### src/rtl/multdiv_sequencer_pkg.sv
// Shared decode constants, field positions and FSM encoding for the mul/div sequencer.
package multdiv_sequencer_pkg;

    localparam logic [4:0] OPC_RTYPE = 5'b00000;
    localparam logic [4:0] ALUOP_MUL = 5'b00110;
    localparam logic [4:0] ALUOP_DIV = 5'b00111;

    localparam int OPC_HI   = 31;
    localparam int OPC_LO   = 27;
    localparam int RD_HI    = 26;
    localparam int RD_LO    = 22;
    localparam int RS_HI    = 21;
    localparam int RS_LO    = 17;
    localparam int RT_HI    = 16;
    localparam int RT_LO    = 12;
    localparam int ALUOP_HI = 6;
    localparam int ALUOP_LO = 2;

    localparam int TIMEOUT_DEF     = 64;
    localparam int EXC_MUL_DEF     = 4;
    localparam int EXC_DIV_DEF     = 5;
    localparam int RSTATUS_REG_DEF = 30;

    typedef enum logic [1:0] {
        ST_IDLE  = 2'd0,
        ST_START = 2'd1,
        ST_BUSY  = 2'd2,
        ST_WB    = 2'd3
    } md_state_t;

endpackage

### src/rtl/multdiv_insn_decode.sv
// Purpose: split an instruction word into mul/div flags and register fields.
// Latency: purely combinational.
// Backpressure: none; no state.
module multdiv_insn_decode
    import multdiv_sequencer_pkg::*;
(
    input  logic [31:0] insn,
    output logic        is_mul,
    output logic        is_div,
    output logic [4:0]  rd,
    output logic [4:0]  rs,
    output logic [4:0]  rt
);

    logic [4:0] opcode;
    logic [4:0] aluop;
    logic       unused_bits;

    assign opcode = insn[OPC_HI:OPC_LO];
    assign aluop  = insn[ALUOP_HI:ALUOP_LO];
    assign rd     = insn[RD_HI:RD_LO];
    assign rs     = insn[RS_HI:RS_LO];
    assign rt     = insn[RT_HI:RT_LO];

    assign is_mul = (opcode == OPC_RTYPE) && (aluop == ALUOP_MUL);
    assign is_div = (opcode == OPC_RTYPE) && (aluop == ALUOP_DIV);

    // shamt and low bits carry nothing the sequencer cares about
    assign unused_bits = ^{insn[11:7], insn[1:0]};

endmodule

### src/rtl/multdiv_sequencer.sv
// Purpose: issue one mul/div to the shared unit and write its result back on an idle regfile port.
// Latency: accept at edge N, start pulse in cycle N+1, earliest regfile write in cycle N+3.
// Backpressure: holds in WB while the main pipe owns the write port; stalls F/D on hazards.
module multdiv_sequencer
    import multdiv_sequencer_pkg::*;
#(
    parameter int TIMEOUT_CYCLES = TIMEOUT_DEF,
    parameter int EXC_MUL_CODE   = EXC_MUL_DEF,
    parameter int EXC_DIV_CODE   = EXC_DIV_DEF,
    parameter int RSTATUS_REG    = RSTATUS_REG_DEF
)(
    input  logic        clock,
    input  logic        reset,
    input  logic [31:0] dx_insn,
    input  logic        dx_valid,
    input  logic [31:0] dx_operand_a,
    input  logic [31:0] dx_operand_b,
    input  logic [31:0] fd_insn,
    input  logic        md_resultRDY,
    input  logic        md_exception,
    input  logic [31:0] md_result,
    input  logic        pipe_wb_we,
    output logic        ctrl_MULT,
    output logic        ctrl_DIV,
    output logic [31:0] md_operand_a,
    output logic [31:0] md_operand_b,
    output logic        md_wb_we,
    output logic [4:0]  md_wb_rd,
    output logic [31:0] md_wb_data,
    output logic        stall,
    output logic        busy,
    output logic        timeout_err
);

    localparam int               CNT_W    = $clog2(TIMEOUT_CYCLES) + 1;
    localparam logic [CNT_W-1:0] CNT_LAST = CNT_W'(TIMEOUT_CYCLES - 1);
    localparam logic [4:0]       RSTATUS  = 5'(RSTATUS_REG);

    md_state_t        state_q, state_d;
    logic             op_div_q, exc_q, timeout_err_q;
    logic [4:0]       rd_q, wb_rd_q;
    logic [31:0]      opa_q, opb_q, wb_data_q;
    logic [CNT_W-1:0] cnt_q;

    logic             dx_is_mul, dx_is_div, fd_is_mul, fd_is_div;
    logic [4:0]       dx_rd, dx_rs_unused, dx_rt_unused, fd_rd, fd_rs, fd_rt;
    logic             accept, timeout_hit, wb_needed, hit_rd, hit_exc;
    logic [31:0]      exc_code;

    multdiv_insn_decode u_dx_dec (
        .insn   (dx_insn),
        .is_mul (dx_is_mul),
        .is_div (dx_is_div),
        .rd     (dx_rd),
        .rs     (dx_rs_unused),
        .rt     (dx_rt_unused)
    );

    multdiv_insn_decode u_fd_dec (
        .insn   (fd_insn),
        .is_mul (fd_is_mul),
        .is_div (fd_is_div),
        .rd     (fd_rd),
        .rs     (fd_rs),
        .rt     (fd_rt)
    );

    assign accept      = (state_q == ST_IDLE) && dx_valid && (dx_is_mul || dx_is_div);
    assign timeout_hit = (cnt_q == CNT_LAST);
    // a non-faulting op targeting r0 has nothing to write
    assign wb_needed   = exc_q || (rd_q != 5'd0);
    assign exc_code    = op_div_q ? 32'(EXC_DIV_CODE) : 32'(EXC_MUL_CODE);

    always_comb begin
        state_d = state_q;
        case (state_q)
            ST_IDLE:  if (accept) state_d = ST_START;
            ST_START: state_d = ST_BUSY;
            ST_BUSY:  if (md_resultRDY || timeout_hit) state_d = ST_WB;
            ST_WB:    if (!pipe_wb_we || !wb_needed) state_d = ST_IDLE;
            default:  state_d = ST_IDLE;
        endcase
    end

    always_ff @(posedge clock or negedge reset) begin
        if (!reset) begin
            state_q       <= ST_IDLE;
            op_div_q      <= 1'b0;
            exc_q         <= 1'b0;
            timeout_err_q <= 1'b0;
            rd_q          <= '0;
            wb_rd_q       <= '0;
            opa_q         <= '0;
            opb_q         <= '0;
            wb_data_q     <= '0;
            cnt_q         <= '0;
        end else begin
            state_q <= state_d;
            case (state_q)
                ST_IDLE: begin
                    if (accept) begin
                        op_div_q <= dx_is_div;
                        rd_q     <= dx_rd;
                        opa_q    <= dx_operand_a;
                        opb_q    <= dx_operand_b;
                        exc_q    <= 1'b0;
                    end
                end
                ST_START: cnt_q <= '0;
                ST_BUSY: begin
                    if (md_resultRDY) begin
                        exc_q     <= md_exception;
                        wb_rd_q   <= md_exception ? RSTATUS : rd_q;
                        wb_data_q <= md_exception ? exc_code : md_result;
                    end else if (timeout_hit) begin
                        exc_q         <= 1'b1;
                        timeout_err_q <= 1'b1;
                        wb_rd_q       <= RSTATUS;
                        wb_data_q     <= exc_code;
                    end else begin
                        cnt_q <= cnt_q + CNT_W'(1);
                    end
                end
                default: ;
            endcase
        end
    end

    // a pending fault retargets the write to rstatus, so that register joins the compare
    assign hit_rd  = (rd_q != 5'd0) && ((fd_rs == rd_q) || (fd_rt == rd_q) || (fd_rd == rd_q));
    assign hit_exc = (state_q == ST_WB) && exc_q &&
                     ((fd_rs == RSTATUS) || (fd_rt == RSTATUS) || (fd_rd == RSTATUS));

    assign busy         = (state_q != ST_IDLE);
    assign stall        = busy && (fd_is_mul || fd_is_div || hit_rd || hit_exc);
    assign ctrl_MULT    = (state_q == ST_START) && !op_div_q;
    assign ctrl_DIV     = (state_q == ST_START) && op_div_q;
    assign md_operand_a = opa_q;
    assign md_operand_b = opb_q;
    assign md_wb_we     = (state_q == ST_WB) && !pipe_wb_we && wb_needed;
    assign md_wb_rd     = wb_rd_q;
    assign md_wb_data   = wb_data_q;
    assign timeout_err  = timeout_err_q;

endmodule

### config.mk
export PLATFORM = sky130hd
export DESIGN_NAME = multdiv_sequencer
export DESIGN_NICKNAME = d
export VERILOG_FILES = /design/src/rtl/multdiv_sequencer_pkg.sv /design/src/rtl/multdiv_insn_decode.sv /design/src/rtl/multdiv_sequencer.sv
export SDC_FILE = /design/constraint.sdc
export NUM_CORES = 1
export LEC_CHECK = 0
export ABC_AREA = 1
export CAP_MARGIN = 20
export CORE_MARGIN = 3
export CORE_UTILIZATION = 43
export DETAILED_ROUTE_END_ITERATION = 8
export GPL_TIMING_DRIVEN = 0
export PLACE_DENSITY_LB_ADDON = 0.1
export SLEW_MARGIN = 20
export SYNTH_ARGS = -nofsm -noshare
export SYNTH_HDL_FRONTEND = slang
export SYNTH_SLANG_ARGS = --single-unit
### constraint.sdc
create_clock -name clock -period 4.2 [get_ports clock]
set_input_delay 0.42 -clock clock [delete_from_list [all_inputs] [get_ports clock]]
set_output_delay 0.42 -clock clock [all_outputs]
set_load 0.01 [all_outputs]
Yosys cells after proc, flatten, opt, wreduce, memory -nomap -nowiden
Cells that the tools add are included.
{"block": "word_totals", "ff_bits": 118, "inputBits": 166, "out_inout_bits": 107}
{"block": "classes", "addsub": 1, "eq_ne": 20, "n_mux": 18, "bitwise_logic": 1, "reduce_logical": 42}
{"op": "32-bit two-way mux", "n": 3}
{"op": "5-bit by 3-bit equality test with 1-bit output, second input constant", "n": 4}
{"op": "5-bit equality test", "n": 3}
{"op": "5-bit equality test, second input constant", "n": 3}
{"op": "5-bit two-way mux", "n": 3}
{"op": "1-bit logical AND", "n": 14}
{"op": "7-bit two-way mux", "n": 2}
{"op": "7-bit case mux with 2 select lines", "n": 1}
{"op": "3-bit AND reduction", "n": 4}
{"op": "1-bit logical OR", "n": 11}
{"op": "5-bit zero test", "n": 2}
{"op": "2-bit != test, second input constant", "n": 5}
{"op": "2-bit case mux with 4 select lines", "n": 1}
{"op": "2-bit nonzero test", "n": 4}
{"op": "7-bit by 1-bit adder with 7-bit output, second input constant", "n": 1}
{"op": "7-bit by 6-bit equality test with 1-bit output, second input constant", "n": 1}
{"op": "2-bit two-way mux", "n": 3}
{"op": "5-bit nonzero test", "n": 1}
{"op": "2-bit equality test, second input constant", "n": 2}
{"op": "1-bit two-way mux", "n": 4}
{"op": "2-bit AND reduction", "n": 2}
{"op": "1-bit zero test", "n": 3}
{"op": "3-bit != test, second input constant", "n": 1}
{"op": "2-bit by 1-bit equality test with 1-bit output, second input constant", "n": 1}
{"op": "3 further kinds", "n": 3}

Logic depth before layout (Yosys ltp)
Gate-level depths: netlist of the first run.
{"block": "depth", "ltp_word": 7, "depth_mapped": 11, "ltp_nobuf": 10}

Hierarchy
A second synthesis of the first run with hierarchy kept.
{"block": "unflattened", "hier_cells": 536, "hier_area_um2": 5462.7}
{"module": "multdiv_sequencer", "n_inst": 1, "cells_per_inst": 482, "area_each_um2": 5124.9, "seq_area_each_um2": 2952.8}
{"module": "multdiv_insn_decode", "n_inst": 2, "cells_per_inst": 27, "area_each_um2": 168.9, "seq_area_each_um2": 0.0}

Least setup slack after synthesis of the first run
OpenSTA, ideal clock, no wires.
{"block": "synth_timing", "path_type": "register to register", "startpoint": "register state_q[0]", "endpoint": "register opa_q[0] (netlist: md_operand_a[0])", "setup_time_ps": 125, "t_arrival_ps": 1589, "slack_ps": 2485, "stages_incl_launch_ff": 9, "path_buffers": 2, "period_less_slack_ps": 1715, "path_cell_list": "dfrtp_1 > inv_1 > ha_1 > nand2_1 > nor2_1 > nand4_1 > buf_6 > buf_6 > mux2_4"}
{"block": "synth_via", "elab_chain_len": 4}
{"item": "start: declaration", "line": "multdiv_sequencer.sv:39", "rtl": "md_state_t state_q, state_d;"}
{"item": "start signal: assignment", "line": "multdiv_sequencer.sv:98", "rtl": "state_q <= state_d;"}
{"item": "2-bit zero test (*)", "line": "multdiv_sequencer.sv:68, multdiv_sequencer.sv:99"}
{"item": "1-bit logical AND (2 in a row)", "line": "multdiv_sequencer.sv:68", "rtl": "assign accept = (state_q == ST_IDLE) && dx_valid && (dx_is_mul || dx_is_div);"}
{"item": "2-bit AND reduction (no line) (*)"}
{"item": "end signal: assignment", "line": "multdiv_sequencer.sv:104", "rtl": "opa_q <= dx_operand_a;"}
{"item": "end: declaration", "line": "multdiv_sequencer.sv:42", "rtl": "logic [31:0] opa_q, opb_q, wb_data_q;"}
Every way passes the cells marked *; elsewhere a longest branch is shown, timed or not.
A chain may end at the register's enable or synchronous reset.

Worst setup path after layout of the first run
{"block": "layout_timing", "startpoint": "register rd_q[0]", "endpoint": "output port stall"}
{"block": "layout_via", "elab_chain_len": 7}
{"item": "start: declaration", "line": "multdiv_sequencer.sv:41", "rtl": "logic [4:0] rd_q, wb_rd_q;"}
{"item": "start signal: assignment", "line": "multdiv_sequencer.sv:103", "rtl": "rd_q <= dx_rd;"}
{"item": "5-bit equality test", "line": "multdiv_sequencer.sv:130", "rtl": "assign hit_rd = (rd_q != 5'd0) && ((fd_rs == rd_q) || (fd_rt == rd_q) || (fd_rd == rd_q));"}
{"item": "1-bit logical OR (2 in a row)", "line": "multdiv_sequencer.sv:130"}
{"item": "1-bit logical AND (*)", "line": "multdiv_sequencer.sv:130"}
{"item": "1-bit logical OR (*) (2 in a row)", "line": "multdiv_sequencer.sv:135", "rtl": "assign stall = busy && (fd_is_mul || fd_is_div || hit_rd || hit_exc);"}
{"item": "1-bit logical AND (*)", "line": "multdiv_sequencer.sv:135"}
{"item": "end: declaration", "line": "multdiv_sequencer.sv:30", "rtl": "output logic stall,"}
Marks and branches as above.

==> results.rst, run 1 <==
.. list-table::
   :header-rows: 1

   * - Metric
     - Value
   * - Number of antenna violations at the first check in global routing
     - 0
   * - Internal power component
     - between 0.003 and 0.004 W
   * - R2r endpoint
     - md_operand_a[1]
   * - Via total after detailed routing
     - 4,506
   * - Num CTS Buffers
     - 17
   * - Setup slack, reg-to-reg
     - between 2 and 2.5 ns
   * - CTS root buffer
     - sky130_fd_sc_hd__clkbuf_16
   * - Most common cell after layout, fill and taps aside
     - sky130_fd_sc_hd__clkdlybuf4s50_1
   * - Synthesized instance count
     - around 490
   * - Die Footprint
     - 0.0138 mm2
   * - Setup repair after global routing missed its margin
     - no
   * - H-tree depth
     - 4
   * - Arrival time worst endpoint
     - between 2 and 2.5 ns
   * - Origin of the worst min-delay path
     - timeout_err
   * - FMAX
     - about 370 MHz
   * - Remaining global-route overflow
     - 0
   * - Critical path endpoint category
     - output port
   * - Final weighted congestion in routability-driven placement
     - 0.891
   * - Area of the mapped netlist
     - approximately 0.0053 mm2
   * - Part of the Yosys area used for sequential elements
     - 0.554
   * - Pin count of the biggest net entering global routing
     - slightly above 60
   * - Area growth from synthesis to layout
     - 63.5%
   * - Hold Crit Endpoint
     - timeout_err
   * - Slew of the pin with the lowest slew margin
     - around 0.57 ns
   * - Critical path data required time
     - around 3.8 ns
   * - Global-route wire length before repair
     - 24,100 um
   * - Switching power total
     - around 0.0011 W
   * - Final net count
     - 929
   * - Area inside the core boundary
     - ~0.012 mm2
   * - DP Worst Slack
     - ~1.7 ns
   * - Final Hold Viols
     - 0
   * - Overall die width
     - 117 um
   * - Startpoint type of the worst setup path
     - register
   * - Die Height
     - 117 um
   * - DRC Markers
     - 0
   * - Standard cell with the maximum stage delay on the critical path
     - sky130_fd_sc_hd__clkdlybuf4s50_1
   * - Effective utilization at floorplan
     - 0.442
   * - Total global routing track utilization
     - 0.216
   * - # IOs
     - 273
   * - Crit path top cell by count
     - sky130_fd_sc_hd__nand2_1
   * - Hold path depth
     - 1
   * - First-pass iteration count of the detailed router
     - 5
   * - Tightest Hold Check Type
     - register to register
   * - Net count of the mapped netlist
     - 661
   * - RR Startpoint
     - state_q[0]
   * - DR WL/cell
     - ~16 um
   * - Clock Sinks
     - roughly 120
   * - Number of nets still failing antenna checks after routing
     - 0
   * - Clock latency on the worst-skew pair
     - 0.40 ns
   * - IO buf count
     - 247
   * - Delay contributed by the slowest stage of the critical path
     - about 0.58 ns
   * - Diodes inserted
     - 0
   * - Static leakage
     - between 4 and 5 nW
   * - Power per unit of standard cell area
     - 478 mW/mm2
   * - Number of global-route vias before repair
     - approximately 4,700
   * - Worst path cell trace
     - clkbuf_1 -> inv_1 -> nand2_1 -> nand2_1 -> nor2_1 -> nand3_1 -> nand3_1 -> nand2_1 -> a21oi_1 -> clkdlybuf4s50_1
   * - Number of max-slew violations in the final report
     - 0
   * - Maximum fanout encountered on the critical timing path
     - 7
   * - Ratio of final minimum period to clock period
     - 0.646
   * - Ratio of cells with drive above 1 in the final layout
     - 0.160
   * - Warnings, synthesis
     - 0
   * - Proportion of power drawn by combinational gates
     - 0.268
   * - Run status
     - finished clean
   * - Placed wire-length estimate
     - roughly 11,000 um
   * - Switching power share of the total
     - 0.271
   * - MaxCap Viol Count
     - 0
   * - Largest voltage drop on the vdd net
     - 0.275 mV
   * - Aggregate routed wire length
     - 14,900 um
   * - 1st-iter DRT viols
     - roughly 270
   * - Vias per cell
     - 4.80
   * - Hold Buf Count CTS
     - 1
   * - Setup Total Neg Slack
     - 0 ns
   * - Worst-path clk slew
     - around 0.05 ns
   * - Cells on worst reg2reg path
     - 8
   * - Count of final setup violators
     - 0
   * - Class of the most critical setup path
     - register to output port
   * - Reg power frac
     - 0.347
   * - Final Critical Period
     - 2.71 ns
   * - Mean cell area of the mapped netlist
     - about 11 um2
   * - Commonest cells after routing, fill and taps aside
     - 246 x sky130_fd_sc_hd__clkdlybuf4s50_1, 118 x sky130_fd_sc_hd__dfrtp_1, 73 x sky130_fd_sc_hd__nand2_1
   * - Max_slew headroom
     - 0.622
   * - Final Skew
     - ~0.0081 ns
   * - Least setup slack across all paths after layout
     - 1.49 ns
   * - Maximum clock path buffer count
     - 2
   * - Post-CTS Setup Inserts
     - 0
   * - Register bit count reported by yosys
     - approximately 120
   * - Clock tree from TritonCTS
     - done
   * - Row count
     - 40
   * - CTS resizes
     - 0
   * - Clock network power share
     - 0.385
   * - Count of different cell masters after synthesis
     - 29
layout make-up:
class / instances / area, um2
fill: 868 / 3350
sequential: 118 / 2950
timing repair buffer: 249 / 2510
multi-input combinational: 300 / 2030
clock buffer: 20 / 467
tap: 168 / 210
clock inverter: 12 / 198
inverter: 52 / 195
buffer: 19 / 150
metal layers:
| layer | GRT usage | wire length, um | vias to the layer above |
|---|---|---|---|
| met3 | 0.0781 | 1100 | 22 |
| met2 | 0.372 | 7610 | 181 |
| met4 | 0.0674 | 242 | 0 |
| met5 | 0 | 0 | - |
| met1 | 0.254 | 5950 | 2168 |
| li1 | - | - | 2135 |
synth_stat cells:
master | instances | area, um2
sky130_fd_sc_hd__nor2_2 | 2 | 12.5
sky130_fd_sc_hd__a31oi_1 | 5 | 31.3
sky130_fd_sc_hd__nand4_1 | 5 | 31.3
sky130_fd_sc_hd__ha_1 | 6 | 75.1
sky130_fd_sc_hd__buf_2 | 3 | 15.0
sky130_fd_sc_hd__clkbuf_1 | 5 | 18.8
sky130_fd_sc_hd__a21oi_2 | 5 | 43.8
sky130_fd_sc_hd__mux2_4 | 40 | 601
sky130_fd_sc_hd__dfrtp_1 | 118 | 2950
sky130_fd_sc_hd__o21ai_1 | 10 | 50.1
sky130_fd_sc_hd__nand2_1 | 73 | 274
sky130_fd_sc_hd__buf_4 | 2 | 15.0
sky130_fd_sc_hd__mux2_2 | 25 | 282
sky130_fd_sc_hd__xor2_1 | 4 | 35.0
sky130_fd_sc_hd__nand3_2 | 1 | 10.0
sky130_fd_sc_hd__or2_1 | 1 | 6.26
sky130_fd_sc_hd__nand3b_1 | 1 | 7.51
sky130_fd_sc_hd__nand3_1 | 28 | 140
sky130_fd_sc_hd__nor2_1 | 52 | 195
sky130_fd_sc_hd__o21ai_0 | 14 | 70.1
sky130_fd_sc_hd__xnor2_1 | 4 | 35.0
sky130_fd_sc_hd__o22ai_1 | 1 | 6.26
sky130_fd_sc_hd__o31ai_1 | 1 | 7.51
sky130_fd_sc_hd__a21oi_1 | 18 | 90.1
sky130_fd_sc_hd__a31o_2 | 1 | 8.76
sky130_fd_sc_hd__nor4_1 | 2 | 12.5
sky130_fd_sc_hd__buf_6 | 9 | 101
sky130_fd_sc_hd__inv_1 | 52 | 195
sky130_fd_sc_hd__or2_2 | 1 | 6.26
worst max path at each step:
stage,from,end,slack [ns]
floorplan,state_q[0],md_operand_a[0],2.49
finish,rd_q[0],stall,1.49
global route,rd_q[0],stall,1.34
CTS,rd_q[0],stall,1.47
detailed placement,fd_insn[19],stall,1.66
global placement,reset,md_operand_b[31],-1.87
kinds of logic after synthesis:
| logic type | count (synthesis) | synth area share |
|---|---|---|
| simple gates | 166 | 0.131 |
| compound gates | 55 | 0.0578 |
| buf+inv | 71 | 0.0648 |
| mux | 65 | 0.166 |
| xor+xnor | 8 | 0.0131 |
| fa+ha+maj | 6 | 0.0141 |
| flops | 118 | 0.554 |
sequential cells by signal, indices dropped and copies added, names as in the netlist:
signal and count:
md_operand_a 32, md_operand_b 32, md_wb_data 32, cnt_q 7, md_wb_rd 5, rd_q 5
state_q 2, exc_q 1, op_div_q 1, timeout_err 1
power by group through the flow:
| stage | clock (W) | sequential (W) | combinational [W] |
|---|---|---|---|
| floorplan | 0 | 0.00153 | 0.000399 |
| global placement | 0 | 0.00145 | 0.00109 |
| detailed placement | 0 | 0.00146 | 0.00112 |
| CTS | 0.00163 | 0.00145 | 0.00113 |
| global route | 0.00169 | 0.00147 | 0.00121 |
| finish | 0.00160 | 0.00145 | 0.00112 |
through the flow:
| step | hold WS (ns) | utilization | area (um2) | instances | power [W] |
|---|---|---|---|---|---|
| 4_1_cts | 0.480 | 0.723 | 8710 | 938 | 0.00421 |
| 5_1_grt | 0.505 | 0.723 | 8710 | 938 | 0.00437 |
| 2_1_floorplan | 0.124 | - | 5330 | 489 | 0.00193 |
| 3_5_place_dp | 0.428 | 0.667 | 8040 | 905 | 0.00259 |
| 6_report | 0.479 | 0.723 | 8710 | 938 | 0.00417 |
| 3_3_place_gp | 0.463 | 0.664 | 8010 | 904 | 0.00254 |
critical path, delay by kind of cell (launching register included):
family / cells / cell delay [ns]
flops: 1 / 0.31
compound gates: 1 / 0.12
simple gates: 6 / 0.44
buf+inv: 3 / 1.01
(Power assumes the default switching activity.)
==> run 2, diff against run 1 <==
--- a/config.mk
+++ b/config.mk
@@ -8,7 +8,7 @@
 export ABC_AREA = 1
 export CAP_MARGIN = 20
 export CORE_MARGIN = 3
-export CORE_UTILIZATION = 43
+export CORE_UTILIZATION = 40
 export DETAILED_ROUTE_END_ITERATION = 8
 export GPL_TIMING_DRIVEN = 0
 export PLACE_DENSITY_LB_ADDON = 0.1
==> constraint.sdc (replaced) <==
create_clock -name clock -period 2.5 [get_ports clock]
set_input_delay 0.25 -clock clock [delete_from_list [all_inputs] [get_ports clock]]
set_output_delay 0.25 -clock clock [all_outputs]
set_load 0.01 [all_outputs]
==> run 2 against run 1 <==
Against the previous run:
- first-iteration DRC count decreased by 17%
- total power increased by 65%
- flip-flop and latch count unchanged
- clock skew about the same
- critical path depth decreased by 5
- routed wire length decreased by 1.0%
- via count decreased by 2.6%
- count of clock-buffer cells in the layout increased by 2
- sequential power increased by 68%
- worst setup slack got worse by 1.2 ns
==> results.rst, run 2 (synthesis results as in run 1) <==
.. list-table::
   :header-rows: 1

   * - Metric
     - Value
   * - RR Startpoint
     - state_q[0]
   * - Commonest cells after routing, fill and taps aside
     - 245 x sky130_fd_sc_hd__clkdlybuf4s50_1, 117 x sky130_fd_sc_hd__dfrtp_1, 73 x sky130_fd_sc_hd__nand2_1
   * - Vias per cell
     - 4.67 (-2.8%)
   * - Worst path cell trace
     - inv_1 -> nand3_1 -> o21ai_0 -> nor2_1 -> clkdlybuf4s50_1
   * - Final Skew
     - 0.00758 ns (-0.000487 ns)
   * - Slew of the pin with the lowest slew margin
     - 0.546 ns (-0.0206 ns)
   * - Placed wire-length estimate
     - 11,200 um (+0.20%)
   * - Delay contributed by the slowest stage of the critical path
     - 0.49 ns (-0.09 ns)
   * - Effective utilization at floorplan
     - 0.416 (-0.0263)
   * - Setup Total Neg Slack
     - 0 ns (unchanged)
   * - Number of global-route vias before repair
     - 4,724 (+0.98%)
   * - DR WL/cell
     - 15.7 um (-1.2%)
   * - Ratio of cells with drive above 1 in the final layout
     - 0.159 (-0.000886)
   * - MaxCap Viol Count
     - 0 (unchanged)
   * - Run status
     - finished clean
   * - Buffers and inverters on the worst path
     - 2 (-1)
   * - Worst-path clk slew
     - 0.05 ns (about the same)
   * - FMAX
     - 452 MHz
   * - Least setup slack across all paths after layout
     - 0.288 ns (-1.20 ns)
   * - H-tree depth
     - 4 (unchanged)
   * - Final net count
     - 928 (-0.11%)
   * - Final Hold Viols
     - 0 (unchanged)
   * - R2r endpoint
     - md_operand_a[19]
   * - Num CTS Buffers
     - 17 (unchanged)
   * - Cells on worst reg2reg path
     - 8 (unchanged)
   * - Count of final setup violators
     - 0 (unchanged)
   * - Remaining global-route overflow
     - 0 (unchanged)
   * - Row count
     - 41 (+2.5%)
   * - Maximum fanout encountered on the critical timing path
     - 5 (-2)
   * - Critical path endpoint category
     - output port
   * - Kind of cell adding the most delay to the critical path
     - buffers and inverters
   * - CTS root buffer
     - sky130_fd_sc_hd__clkbuf_16
   * - Max_slew headroom
     - 0.636 (+0.0137)
   * - Clock latency on the worst-skew pair
     - 0.41 ns (about the same)
   * - Largest voltage drop on the vdd net
     - 0.445 mV (+62%)
   * - Pin count of the biggest net entering global routing
     - 62 (+1.6%)
   * - DRC Markers
     - 0 (unchanged)
   * - Number of nets still failing antenna checks after routing
     - 0 (unchanged)
   * - Finished Core Util
     - 0.677 (-0.0451)
   * - Final Critical Period
     - 2.21 ns
   * - Via total after detailed routing
     - 4,388 (-2.6%)
   * - Power per unit of standard cell area
     - 792 mW/mm2 (+66%)
   * - Arrival time worst endpoint
     - 1.96 ns (-0.33 ns)
   * - 1st-iter DRT viols
     - 227 (-17%)
   * - Maximum clock path buffer count
     - 2 (unchanged)
   * - Standard cell with the maximum stage delay on the critical path
     - sky130_fd_sc_hd__clkdlybuf4s50_1
   * - Clock tree from TritonCTS
     - done
   * - Diodes inserted
     - 0 (unchanged)
   * - Critical path data required time
     - 2.25 ns (-1.53 ns)
   * - Die Footprint
     - 0.0147 mm2 (+7.1%)
   * - Worst hold slack
     - 0.373 ns (-0.106 ns)
   * - # IOs
     - 273 (unchanged)
   * - Most common cell after layout, fill and taps aside
     - sky130_fd_sc_hd__clkdlybuf4s50_1
   * - Startpoint type of the worst setup path
     - register
   * - Setup slack, reg-to-reg
     - 0.40 ns (-1.68 ns)
   * - Ratio of final minimum period to clock period
     - 0.885
   * - Clock Sinks
     - 118 (unchanged)
   * - Class of the most critical setup path
     - register to output port
   * - First-pass iteration count of the detailed router
     - 4 (-1)
   * - Setup repair after global routing missed its margin
     - no
   * - Total global routing track utilization
     - 0.207 (-0.00940)
   * - Area growth from synthesis to layout
     - 63.0%
   * - Tightest Hold Check Type
     - input port to async pin
   * - Number of max-slew violations in the final report
     - 0 (unchanged)
   * - Number of antenna violations at the first check in global routing
     - 0 (unchanged)
   * - Die Height
     - 121 um (+3.5%)
   * - Aggregate routed wire length
     - 14,800 um (-1.0%)
   * - Final weighted congestion in routability-driven placement
     - 0.867 (-2.7%)
   * - Overall die width
     - 121 um (+3.5%)
   * - IO buf count
     - 247 (unchanged)
   * - Global-route wire length before repair
     - 23,600 um (-2.1%)
   * - Static leakage
     - 4.11 nW (+0.13%)
   * - Area inside the core boundary
     - 0.0128 mm2 (+6.3%)
   * - DP Worst Slack
     - 0.320 ns (-1.34 ns)
-- run 2: how the worst max path moves through the flow --
stage,startpoint,slack [ns],cells after the start,end
2_1_floorplan,state_q[0],0.79,8,md_operand_a[0]
3_3_place_gp,reset,-3.40,1,md_operand_b[31]
3_5_place_dp,fd_insn[19],0.32,10,stall
4_1_cts,rd_q[0],0.07,9,stall
5_1_grt,rd_q[4],0.15,5,md_wb_we
6_report,rd_q[4],0.29,5,md_wb_we
-- run 2: what timing repair did --
item / 4_1_cts / 5_1_grt
setup buffers: 0 / 0
hold endpoints to repair: 57 / 0
setup endpoints to repair: 1 / 1
pin swaps: 0 / 0
hold buffers: 1 / 0
resized for setup: 0 / 2
-- run 2: worst reg2reg max path: stages, from the launching register on --
cell and delay, ns:
sky130_fd_sc_hd__dfrtp_1 0.41, sky130_fd_sc_hd__inv_1 0.12, sky130_fd_sc_hd__ha_1 0.31, sky130_fd_sc_hd__nand2_1 0.11
sky130_fd_sc_hd__nor2_1 0.11, sky130_fd_sc_hd__nand4_1 0.21, sky130_fd_sc_hd__buf_6 0.24, sky130_fd_sc_hd__buf_6 0.17
sky130_fd_sc_hd__mux2_4 0.31
-- run 2: final cells by class --
cell class	count	area (um2)
fill	991	4140
inverter	52	195
clock buffer	22	484
buffer	18	146
tap	172	215
sequential	118	2950
timing repair buffer	249	2510
multi-input combinational	300	2030
clock inverter	9	148
-- run 2: power by group --
part / switching, W / internal (W)
sequential: 0.000198 / 0.00224
combinational: 0.000839 / 0.00102
clock: 0.000825 / 0.00176
total: 0.00186 / 0.00502
-- run 2: metrics by stage --
stage | std cells | area [um2] | power (W)
4_1_cts | 940 | 8680 | 0.00697
3_5_place_dp | 909 | 8050 | 0.00435
5_1_grt | 940 | 8690 | 0.00726
3_3_place_gp | 908 | 8020 | 0.00428
6_report | 940 | 8690 | 0.00688
2_1_floorplan | 489 | 5330 | 0.00324
-- run 2: layer usage --
metal  vias up  global-route usage  part of all wire
met5         -                   0                 0
li1       2120                   -                 -
met1      2088               0.246              0.39
met2       156               0.339              0.51
met3        24              0.0886             0.082
met4         0              0.0679             0.018
